**src/rtl/vin_tc_pkg.sv**
```systemverilog
// Shared types and helpers for the vin thermocouple readers: FSM states, converter
// modes, frame length and raw-word decode into {fault, quarter-degree temperature}.
package vin_tc_pkg;

   typedef enum logic [2:0] {
      ST_WAIT,
      ST_SELECT,
      ST_SHIFT_HI,
      ST_SHIFT_LO,
      ST_DESELECT,
      ST_PUBLISH
   } tc_state_e;

   localparam int MODE_MAX6675  = 0;
   localparam int MODE_MAX31855 = 1;

   function automatic int frame_bits(input int mode);
      return (mode == MODE_MAX31855) ? 32 : 16;
   endfunction

   // MAX6675 reports an unsigned 12-bit value; MAX31855 a signed 14-bit one.
   function automatic logic [16:0] tc_decode(input int mode, input logic [31:0] word);
      logic [16:0] r;
      if (mode == MODE_MAX31855) begin
         r = {word[16], {2{word[31]}}, word[31:18]};
      end else begin
         r = {word[2], 4'b0000, word[14:3]};
      end
      return r;
   endfunction

endpackage

```
**src/rtl/vin_tc_tick.sv**
```systemverilog
// Divider producing a one-cycle tick every DIVIDER clk cycles; first tick right after reset.
// Free-running, no backpressure.
module vin_tc_tick #(
   parameter int DIVIDER = 1000
) (
   input  logic clk,
   input  logic rst_n,
   output logic tick
);
   localparam int            CW     = $clog2(DIVIDER);
   localparam logic [CW-1:0] RELOAD = CW'(DIVIDER - 1);

   logic [CW-1:0] cnt_q, cnt_d;

   always_comb begin
      cnt_d = cnt_q - CW'(1);
      if (cnt_q == '0) begin
         cnt_d = RELOAD;
      end
   end

   always_ff @(posedge clk) begin
      if (!rst_n) begin
         cnt_q <= '0;
      end else begin
         cnt_q <= cnt_d;
      end
   end

   assign tick = (cnt_q == '0);

endmodule

```
**src/rtl/vin_tc_spi_multi.sv**
```systemverilog
// Round-robin reader for CHANNELS thermocouple converters on one shared SCLK/MISO.
// Each frame: INTERVAL idle ticks, 2N+2 frame ticks, then a one-cycle publish; no backpressure.
module vin_tc_spi_multi
   import vin_tc_pkg::*;
#(
   parameter int CHANNELS = 4,
   parameter int DIVIDER  = 1000,
   parameter int MODE     = 0,
   parameter int INTERVAL = 100000
) (
   input  logic                   clk,
   input  logic                   rst_n,
   input  logic                   spi_miso,
   output logic                   spi_sclk,
   output logic [CHANNELS-1:0]    spi_cs,
   output logic [16*CHANNELS-1:0] temperature,
   output logic [CHANNELS-1:0]    fault,
   output logic [CHANNELS-1:0]    valid,
   output logic                   sample_strobe,
   output logic [3:0]             sample_ch
);
   localparam int          N        = frame_bits(MODE);
   localparam logic [5:0]  BIT_LAST = 6'(N - 1);
   localparam logic [31:0] INT_LAST = (INTERVAL > 0) ? 32'(INTERVAL - 1) : 32'd0;
   localparam logic [3:0]  CH_LAST  = 4'(CHANNELS - 1);

   tc_state_e              state_q, state_d;
   logic [31:0]            int_cnt_q, int_cnt_d;
   logic [5:0]             bit_cnt_q, bit_cnt_d;
   logic [3:0]             ch_q, ch_d;
   logic [31:0]            shreg_q, shreg_d;
   logic [CHANNELS-1:0]    cs_q, cs_d;
   logic                   sclk_q, sclk_d;
   logic [16*CHANNELS-1:0] temp_q, temp_d;
   logic [CHANNELS-1:0]    fault_q, fault_d;
   logic [CHANNELS-1:0]    valid_q, valid_d;
   logic                   strobe_q, strobe_d;
   logic [3:0]             sample_ch_q, sample_ch_d;
   logic                   miso_q;
   logic                   tick;
   logic [16:0]            decoded;

   vin_tc_tick #(.DIVIDER(DIVIDER)) u_tick (
      .clk   (clk),
      .rst_n (rst_n),
      .tick  (tick)
   );

   assign decoded = tc_decode(MODE, shreg_q);

   always_comb begin
      state_d     = state_q;
      int_cnt_d   = int_cnt_q;
      bit_cnt_d   = bit_cnt_q;
      ch_d        = ch_q;
      shreg_d     = shreg_q;
      cs_d        = cs_q;
      sclk_d      = sclk_q;
      temp_d      = temp_q;
      fault_d     = fault_q;
      valid_d     = valid_q;
      strobe_d    = 1'b0;
      sample_ch_d = sample_ch_q;
      case (state_q)
         ST_WAIT: if (tick) begin
            if (int_cnt_q >= INT_LAST) begin
               // CS drops on entry to SELECT so a full tick separates it from the first SCLK rise.
               int_cnt_d = '0;
               bit_cnt_d = '0;
               shreg_d   = '0;
               sclk_d    = 1'b0;
               for (int k = 0; k < CHANNELS; k++) begin
                  cs_d[k] = (ch_q != 4'(k));
               end
               state_d = ST_SELECT;
            end else begin
               int_cnt_d = int_cnt_q + 32'd1;
            end
         end
         ST_SELECT: if (tick) begin
            state_d = ST_SHIFT_HI;
         end
         ST_SHIFT_HI: if (tick) begin
            sclk_d  = 1'b1;
            shreg_d = {shreg_q[30:0], miso_q};
            state_d = ST_SHIFT_LO;
         end
         ST_SHIFT_LO: if (tick) begin
            sclk_d = 1'b0;
            if (bit_cnt_q == BIT_LAST) begin
               state_d = ST_DESELECT;
            end else begin
               bit_cnt_d = bit_cnt_q + 6'd1;
               state_d   = ST_SHIFT_HI;
            end
         end
         ST_DESELECT: if (tick) begin
            cs_d    = '1;
            state_d = ST_PUBLISH;
         end
         ST_PUBLISH: begin
            for (int k = 0; k < CHANNELS; k++) begin
               if (ch_q == 4'(k)) begin
                  temp_d[16*k +: 16] = decoded[15:0];
                  fault_d[k]         = decoded[16];
                  valid_d[k]         = 1'b1;
               end
            end
            strobe_d    = 1'b1;
            sample_ch_d = ch_q;
            ch_d        = (ch_q == CH_LAST) ? 4'd0 : ch_q + 4'd1;
            state_d     = ST_WAIT;
         end
         default: state_d = ST_WAIT;
      endcase
   end

   always_ff @(posedge clk) begin
      if (!rst_n) begin
         state_q     <= ST_WAIT;
         int_cnt_q   <= '0;
         bit_cnt_q   <= '0;
         ch_q        <= '0;
         shreg_q     <= '0;
         cs_q        <= '1;
         sclk_q      <= 1'b0;
         temp_q      <= '0;
         fault_q     <= '0;
         valid_q     <= '0;
         strobe_q    <= 1'b0;
         sample_ch_q <= '0;
         miso_q      <= 1'b0;
      end else begin
         state_q     <= state_d;
         int_cnt_q   <= int_cnt_d;
         bit_cnt_q   <= bit_cnt_d;
         ch_q        <= ch_d;
         shreg_q     <= shreg_d;
         cs_q        <= cs_d;
         sclk_q      <= sclk_d;
         temp_q      <= temp_d;
         fault_q     <= fault_d;
         valid_q     <= valid_d;
         strobe_q    <= strobe_d;
         sample_ch_q <= sample_ch_d;
         miso_q      <= spi_miso;
      end
   end

   assign spi_sclk      = sclk_q;
   assign spi_cs        = cs_q;
   assign temperature   = temp_q;
   assign fault         = fault_q;
   assign valid         = valid_q;
   assign sample_strobe = strobe_q;
   assign sample_ch     = sample_ch_q;

endmodule

```
**config.mk**
```make
export PLATFORM = sky130hd
export DESIGN_NAME = vin_tc_spi_multi
export DESIGN_NICKNAME = d
export VERILOG_FILES = /design/src/rtl/vin_tc_pkg.sv /design/src/rtl/vin_tc_tick.sv /design/src/rtl/vin_tc_spi_multi.sv
export SDC_FILE = /design/constraint.sdc
export NUM_CORES = 1
export LEC_CHECK = 0
export ABC_AREA = 1
export BUFFER_PORTS_ARGS = -buffer_cell sky130_fd_sc_hd__buf_4
export CAP_MARGIN = 15
export CORE_AREA = 2 2 103 105
export CTS_CLUSTER_SIZE = 8
export DETAILED_ROUTE_END_ITERATION = 6
export DIE_AREA = 0 0 105 107
export PLACE_DENSITY = 0.8
export SYNTH_ARGS = -nofsm -noshare
export SYNTH_HDL_FRONTEND = slang
export SYNTH_HIERARCHICAL = 1
export SYNTH_SLANG_ARGS = --single-unit
```
**constraint.sdc**
```tcl
create_clock -name clk -period 5.7 [get_ports clk]
set_clock_uncertainty 0.15 [all_clocks]
set_input_delay 0.57 -clock clk [delete_from_list [all_inputs] [get_ports clk]]
set_output_delay 0.57 -clock clk [all_outputs]
set_load 0.05 [all_outputs]
```
### Yosys cells after proc, flatten, opt, wreduce, memory -nomap -nowiden

Cells that the tools add are included.

* flip-flop bits (word level): 137
* latch bits: 0
* bits in writable memories: 0
* bits in read-only memories: 0
* word-level logic and storage cells: 98
* memories: 0

* add/sub/neg operators: 4
* multipliers: 0
* div/mod/pow operators: 0
* magnitude comparators: 1
* equal/unequal tests: 19
* shift operators: 0
* mux-type cells: 30
* bitwise operators: 1
* reductions and logical operators: 19

Operator list (count)
* 15-bit two-way mux: 3
* 32-bit by 1-bit adder with 32-bit output (second input constant): 1
* 32-bit by 17-bit greater-or-equal comparator with 1-bit output (second input constant): 1
* 32-bit two-way mux: 1
* 15-bit one-hot mux with 2 select lines: 1
* 6-bit two-way mux: 4
* 3-bit two-way mux: 7
* 4-bit two-way mux: 4
* 3-bit one-hot mux with 5 select lines: 1
* 2-bit inequality test (second input constant): 7
* 6-bit one-hot mux with 2 select lines: 1
* 10-bit logical NOT: 1
* 10-bit two-way mux: 1
* 2-bit AND reduction: 5
* 5-bit AND reduction: 2
* 10-bit by 1-bit subtractor with 10-bit output (second input constant): 1
* 4-bit by 2-bit equality test with 1-bit output (second input constant): 2
* 4-bit by 2-bit inequality test with 1-bit output (second input constant): 2
* 4-bit one-hot mux with 2 select lines: 1
* 4-bit AND reduction: 2
* 6-bit by 1-bit adder with 6-bit output (second input constant): 1
* 3-bit by 2-bit equality test with 1-bit output (second input constant): 2
* 3-bit equality test (second input constant): 2
* 6-bit by 4-bit equality test with 1-bit output (second input constant): 1
* 14 further kinds: 20

### Depth between registers and ports, before layout

* depth in word-level cells: 4
* mapped depth: 15
* mapped depth without buffers: 14

### Hierarchy

The synthesis kept the hierarchy.

Modules (own cells, without submodules)
* vin_tc_spi_multi: times used 1, cells an instance 685, area each 5186.2 um^2, sequential area each 2542.4 um^2
* vin_tc_tick: times used 1, cells an instance 66, area each 510.5 um^2, sequential area each 200.2 um^2

### Worst setup path before layout

Ideal clock, no wire load.

* path type: reg-to-reg
* from: reg u_tick.cnt_q[0]
* to: reg bit_cnt_q[5]
* setup time: 0.133 ns
* data arrival time: 1.898 ns
* data required time: 5.417 ns
* path slack: 3.519 ns
* stages on the path, launching flop included: 15
* path buffers: 1
* cells stage by stage: dfxtp_1 inv_1 ha_1 nand2_8 nor2_8 nand2_4 inv_2 buf_4 inv_1 o21ai_0 nand2_1 nor2_2 nand3_2 nand2_1 a21oi_1

* word-level cells in the longest chain between the ends: 3

RTL lines
* from (decl): line vin_tc_tick.sv:13 `logic [CW-1:0] cnt_q, cnt_d;`
* from (signal assigned): line vin_tc_tick.sv:26 `cnt_q <= cnt_d;`
* 10-bit logical NOT *: line vin_tc_tick.sv:30 `assign tick = (cnt_q == '0);`
* net tick: line vin_tc_spi_multi.sv:40 `logic tick;`
* 2-bit inequality test (no line)
* 5-bit AND reduction (no line) *
* to (signal assigned): line vin_tc_spi_multi.sv:136 `bit_cnt_q <= bit_cnt_d;`
* to (decl): line vin_tc_spi_multi.sv:29 `logic [5:0] bit_cnt_q, bit_cnt_d;`

The timed path passes the listed nets; every way through them passes the cells marked *.
A chain may end at the register's enable or synchronous reset.

### Worst setup path after layout

* from: reg state_q[2]
* to: reg fault_q[0], in the netlist fault[0]

* word-level cells in the longest chain between the ends: 2

RTL lines
* from (decl): line vin_tc_spi_multi.sv:27 `tc_state_e state_q, state_d;`
* from (signal assigned): line vin_tc_spi_multi.sv:134 `state_q <= state_d;`
* 3-bit equality test: line vin_tc_spi_multi.sv:64 `case (state_q)`
* 2-bit AND reduction (no line)
* to (signal assigned): line vin_tc_spi_multi.sv:142 `fault_q <= fault_d;`
* to (decl): line vin_tc_spi_multi.sv:35 `logic [CHANNELS-1:0] fault_q, fault_d;`

Every way passes these cells.

==> summary.txt <==
Synth
  – Avg Inst Size Synth: 7.59 sq um
  – Unique masters post-synth: 37
  – Dominant cell type by area after synthesis: dfxtp_1
  – Commonest cells in the netlist: 174 x nor2_1, 137 x dfxtp_1, 121 x nand2_1
  – Post-synth EDFFs: 0
  – Most frequent cell after synthesis: nor2_1
  – #FFs+latches synth: 137
  – YS warnings: 6
  – Sequential area share after synthesis: 0.481
  – Cells after Synth: 751
  – Synth Flop Type: dfxtp_1
  – Top cells by area, synth: dfxtp_1 48%, nor2_1 11%, nand2_1 8.0%
  – Post-Syn Area: 5700 sq um
  – Post-synth top area share: 0.481
  – FFs w/ async S/R, synth: 0

Floorplanning
  – Rows: 37
  – CORE AREA: 10,100 sq um
  – Initial core utilization: 0.564
  – Io pins: 85
  – Die Wd: 105 um
  – Die Ht: 107 um
  – Die ar.: 11,200 sq um

Worst setup path
  – Worst r2r dst: fault[0]
  – Crit-path max FO: 15
  – WP data required: 5.98 ns
  – Worst path cell trace: nand2_1, nor2_1, inv_1, nor2_1, nor2_1
  – Kind of critical path: flip-flop to flip-flop
  – R2R cell count: 5
  – R2R Path Start: state_q[2]
  – CP max-delay cell: nor2_1
  – CP peak stage delay: 0.85 ns
  – Worst Path Arrival: 3.07 ns
  – Reg-to-reg slack, setup: 2.91 ns
  – Crit end category: flip-flop
  – Worst Setup Start Kind: flip-flop
  – CP most frequent cell: nor2_1

Global routing
  – Initial antenna violation count: 0
  – Vias in the first global route: 4,560
  – Total global routing overflow: 0
  – Largest net degree at the start of global routing: 69
  – First-pass GRT wire length: 21,900 um
  – Total GRT Usage: 0.247

CTS
  – CTS Hold Bufs: 0
  – Max clock buf depth: 2
  – CTS sink count: 137
  – TritonCTS clock tree: built
  – Num CTS Buffers: 17
  – Clk_lat worst skew: 0.54 ns
  – Clock-pin slew on the worst setup and hold paths: 0.07 ns
  – Gates resized, CTS repair: 0
  – Htree depth: 4
  – CTS Root Cell: clkbuf_8
  – Setup bufs post-CTS: 0

Placement
  – Dpl cells: 927
  – GP Congestion: 0.839
  – Post-place instance area: 6150 sq um
  – DP Wirelength: 8810 um
  – # port buffers: 68

Pwr
  – Pwr dens: 363 nW/um^2
  – Sequential share of power: 0.417
  – Internal cell power: 0.00178 W
  – Clock group share of total power: 0.454
  – Maximum vdd drop: 0.249 mV
  – Leakage: 3.08 nW
  – NetSw: 0.000679 W
  – Comb pwr share: 0.129
  – Switching Share: 0.276

Hold path
  – WHS Endpoint: miso_q
  – HP Class: input port to flip-flop
  – Hold path startpoint: spi_miso
  – Worst Hold Path Cells: 3

Routing
  – Antenna Nets Post-Route: 0
  – Number of iterations in the first detailed-routing pass: 5
  – Drc violations: 0
  – DRT Wirelength: 13,100 um
  – Via-per-instance ratio: 5.13
  – DR vias: 4,923
  – Iter 0 DRT Violations: 281
  – WL/cell: 13.7 um

STA
  – Worst-Margin Slew: 0.995 ns
  – Final Hold Vio Count: 0
  – Fin crit share: 0.490
  – Fmax achieved: 358 MHz
  – Min Hold Slack: 0.0708 ns
  – RSZ-0062 raised after global routing: no
  – Final Setup Violations: 0
  – Final Critical Period: 2.79 ns
  – Max-slew violations: 0
  – Setup TNS: 0 ns
  – Slew headroom: 0.334

Final layout
  – # nets final: 820
  – Fin area: 6760 sq um
  – # diodes: 0
  – Filler cells: 813
  – Finished Layout Cells: 959
  – Layout cells sized above 1: 0.162
  – Synth-to-Final Area Change: 18.6%

Flow run
  – Max cap viols: 0

Status
  – Status: finished clean
final cells by class:
class | count | area, sq um | share of cell area
Sequential cell | 137 | 2740 | 0.406
Multi-Input combinational cell | 526 | 2490 | 0.369
Timing Repair Buffer | 69 | 518 | 0.0767
Clock buffer | 20 | 445 | 0.0659
Inverter | 59 | 221 | 0.0328
Tap cell | 136 | 170 | 0.0252
Clock inverter | 12 | 165 | 0.0244
power by group through the flow:
stage	Clock (W)	Sequential [W]	Combinational, W
after global placement	0	0.00104	0.000303
after detailed placement	0	0.00104	0.000316
after CTS	0.00113	0.00102	0.000320
after floorplan	0	0.00104	0.000295
final	0.00112	0.00102	0.000318
after global routing	0.00118	0.00103	0.000359
cells by family after synthesis:
logic type,count (synthesis),share of synthesized area
and+or+nand+nor,383,0.299
DFF,137,0.481
AOI/OAI and AO/OA,111,0.0988
buffers and inverters,103,0.0905
xor gates and xnor gates,9,0.0138
adders and majority gates,7,0.0154
other,1,0.000658
metal layers:
metal	global-route usage	share of wire
met3	0.0784	0.075
met1	0.309	0.43
met5	0	0
met4	0.104	0.022
met2	0.393	0.47
critical path: cells and delay by family (launching register included):
family,cells,cell delay (ns)
buffers and inverters,1,0.48
and+or+nand+nor,4,1.50
DFF,1,0.55
metrics by stage:
stage | setup WS [ns] | total power, W | utilization
after floorplan | 3.52 | 0.00133 | -
after global placement | 3.06 | 0.00134 | 0.609
after detailed placement | 2.97 | 0.00136 | 0.609
after CTS | 2.97 | 0.00247 | 0.670
after global routing | 2.70 | 0.00257 | 0.670
final | 2.91 | 0.00246 | 0.670
state kept, by name, indices dropped and copies added, names as in the netlist, 3 cells and up:
name          count
temperature      48
int_cnt_q        32
shreg_q          15
u_tick/cnt_q     10
bit_cnt_q         6
ch_q              4
fault             4
sample_ch         4
spi_cs            4
valid             4
state_q           3
cell usage in the layout (no fill, tap or decap), types with 4 or more instances in the layout:
master     netlist  final
dfxtp_1        137    137
a21oi_1         42     42
nor3_2           5      5
clkinv_4         0      4
o21ai_1          4      4
nor3_1          22     22
nand2_1        121    121
inv_1           53     53
nor2_2           8      8
buf_4           18     69
xor2_1           7      7
nand3_1         24     24
ha_1             7      7
o21ai_0         62     62
clkbuf_16        0     16
nand4_1         10     10
nor2_1         174    174
conb_1           1     16
inv_2            5      5
how the worst max path moves through the flow:
| stage | from | to | slack (ns) |
|---|---|---|---|
| after floorplan | u_tick/cnt_q[0] | bit_cnt_q[5] | 3.52 |
| after global placement | state_q[2] | temperature[9] | 3.06 |
| after detailed placement | state_q[2] | fault[0] | 2.97 |
| after CTS | state_q[2] | fault[0] | 2.97 |
| after global routing | state_q[2] | temperature[5] | 2.70 |
| final | state_q[2] | fault[0] | 2.91 |
No activity file was read; power rests on OpenSTA's default activity.
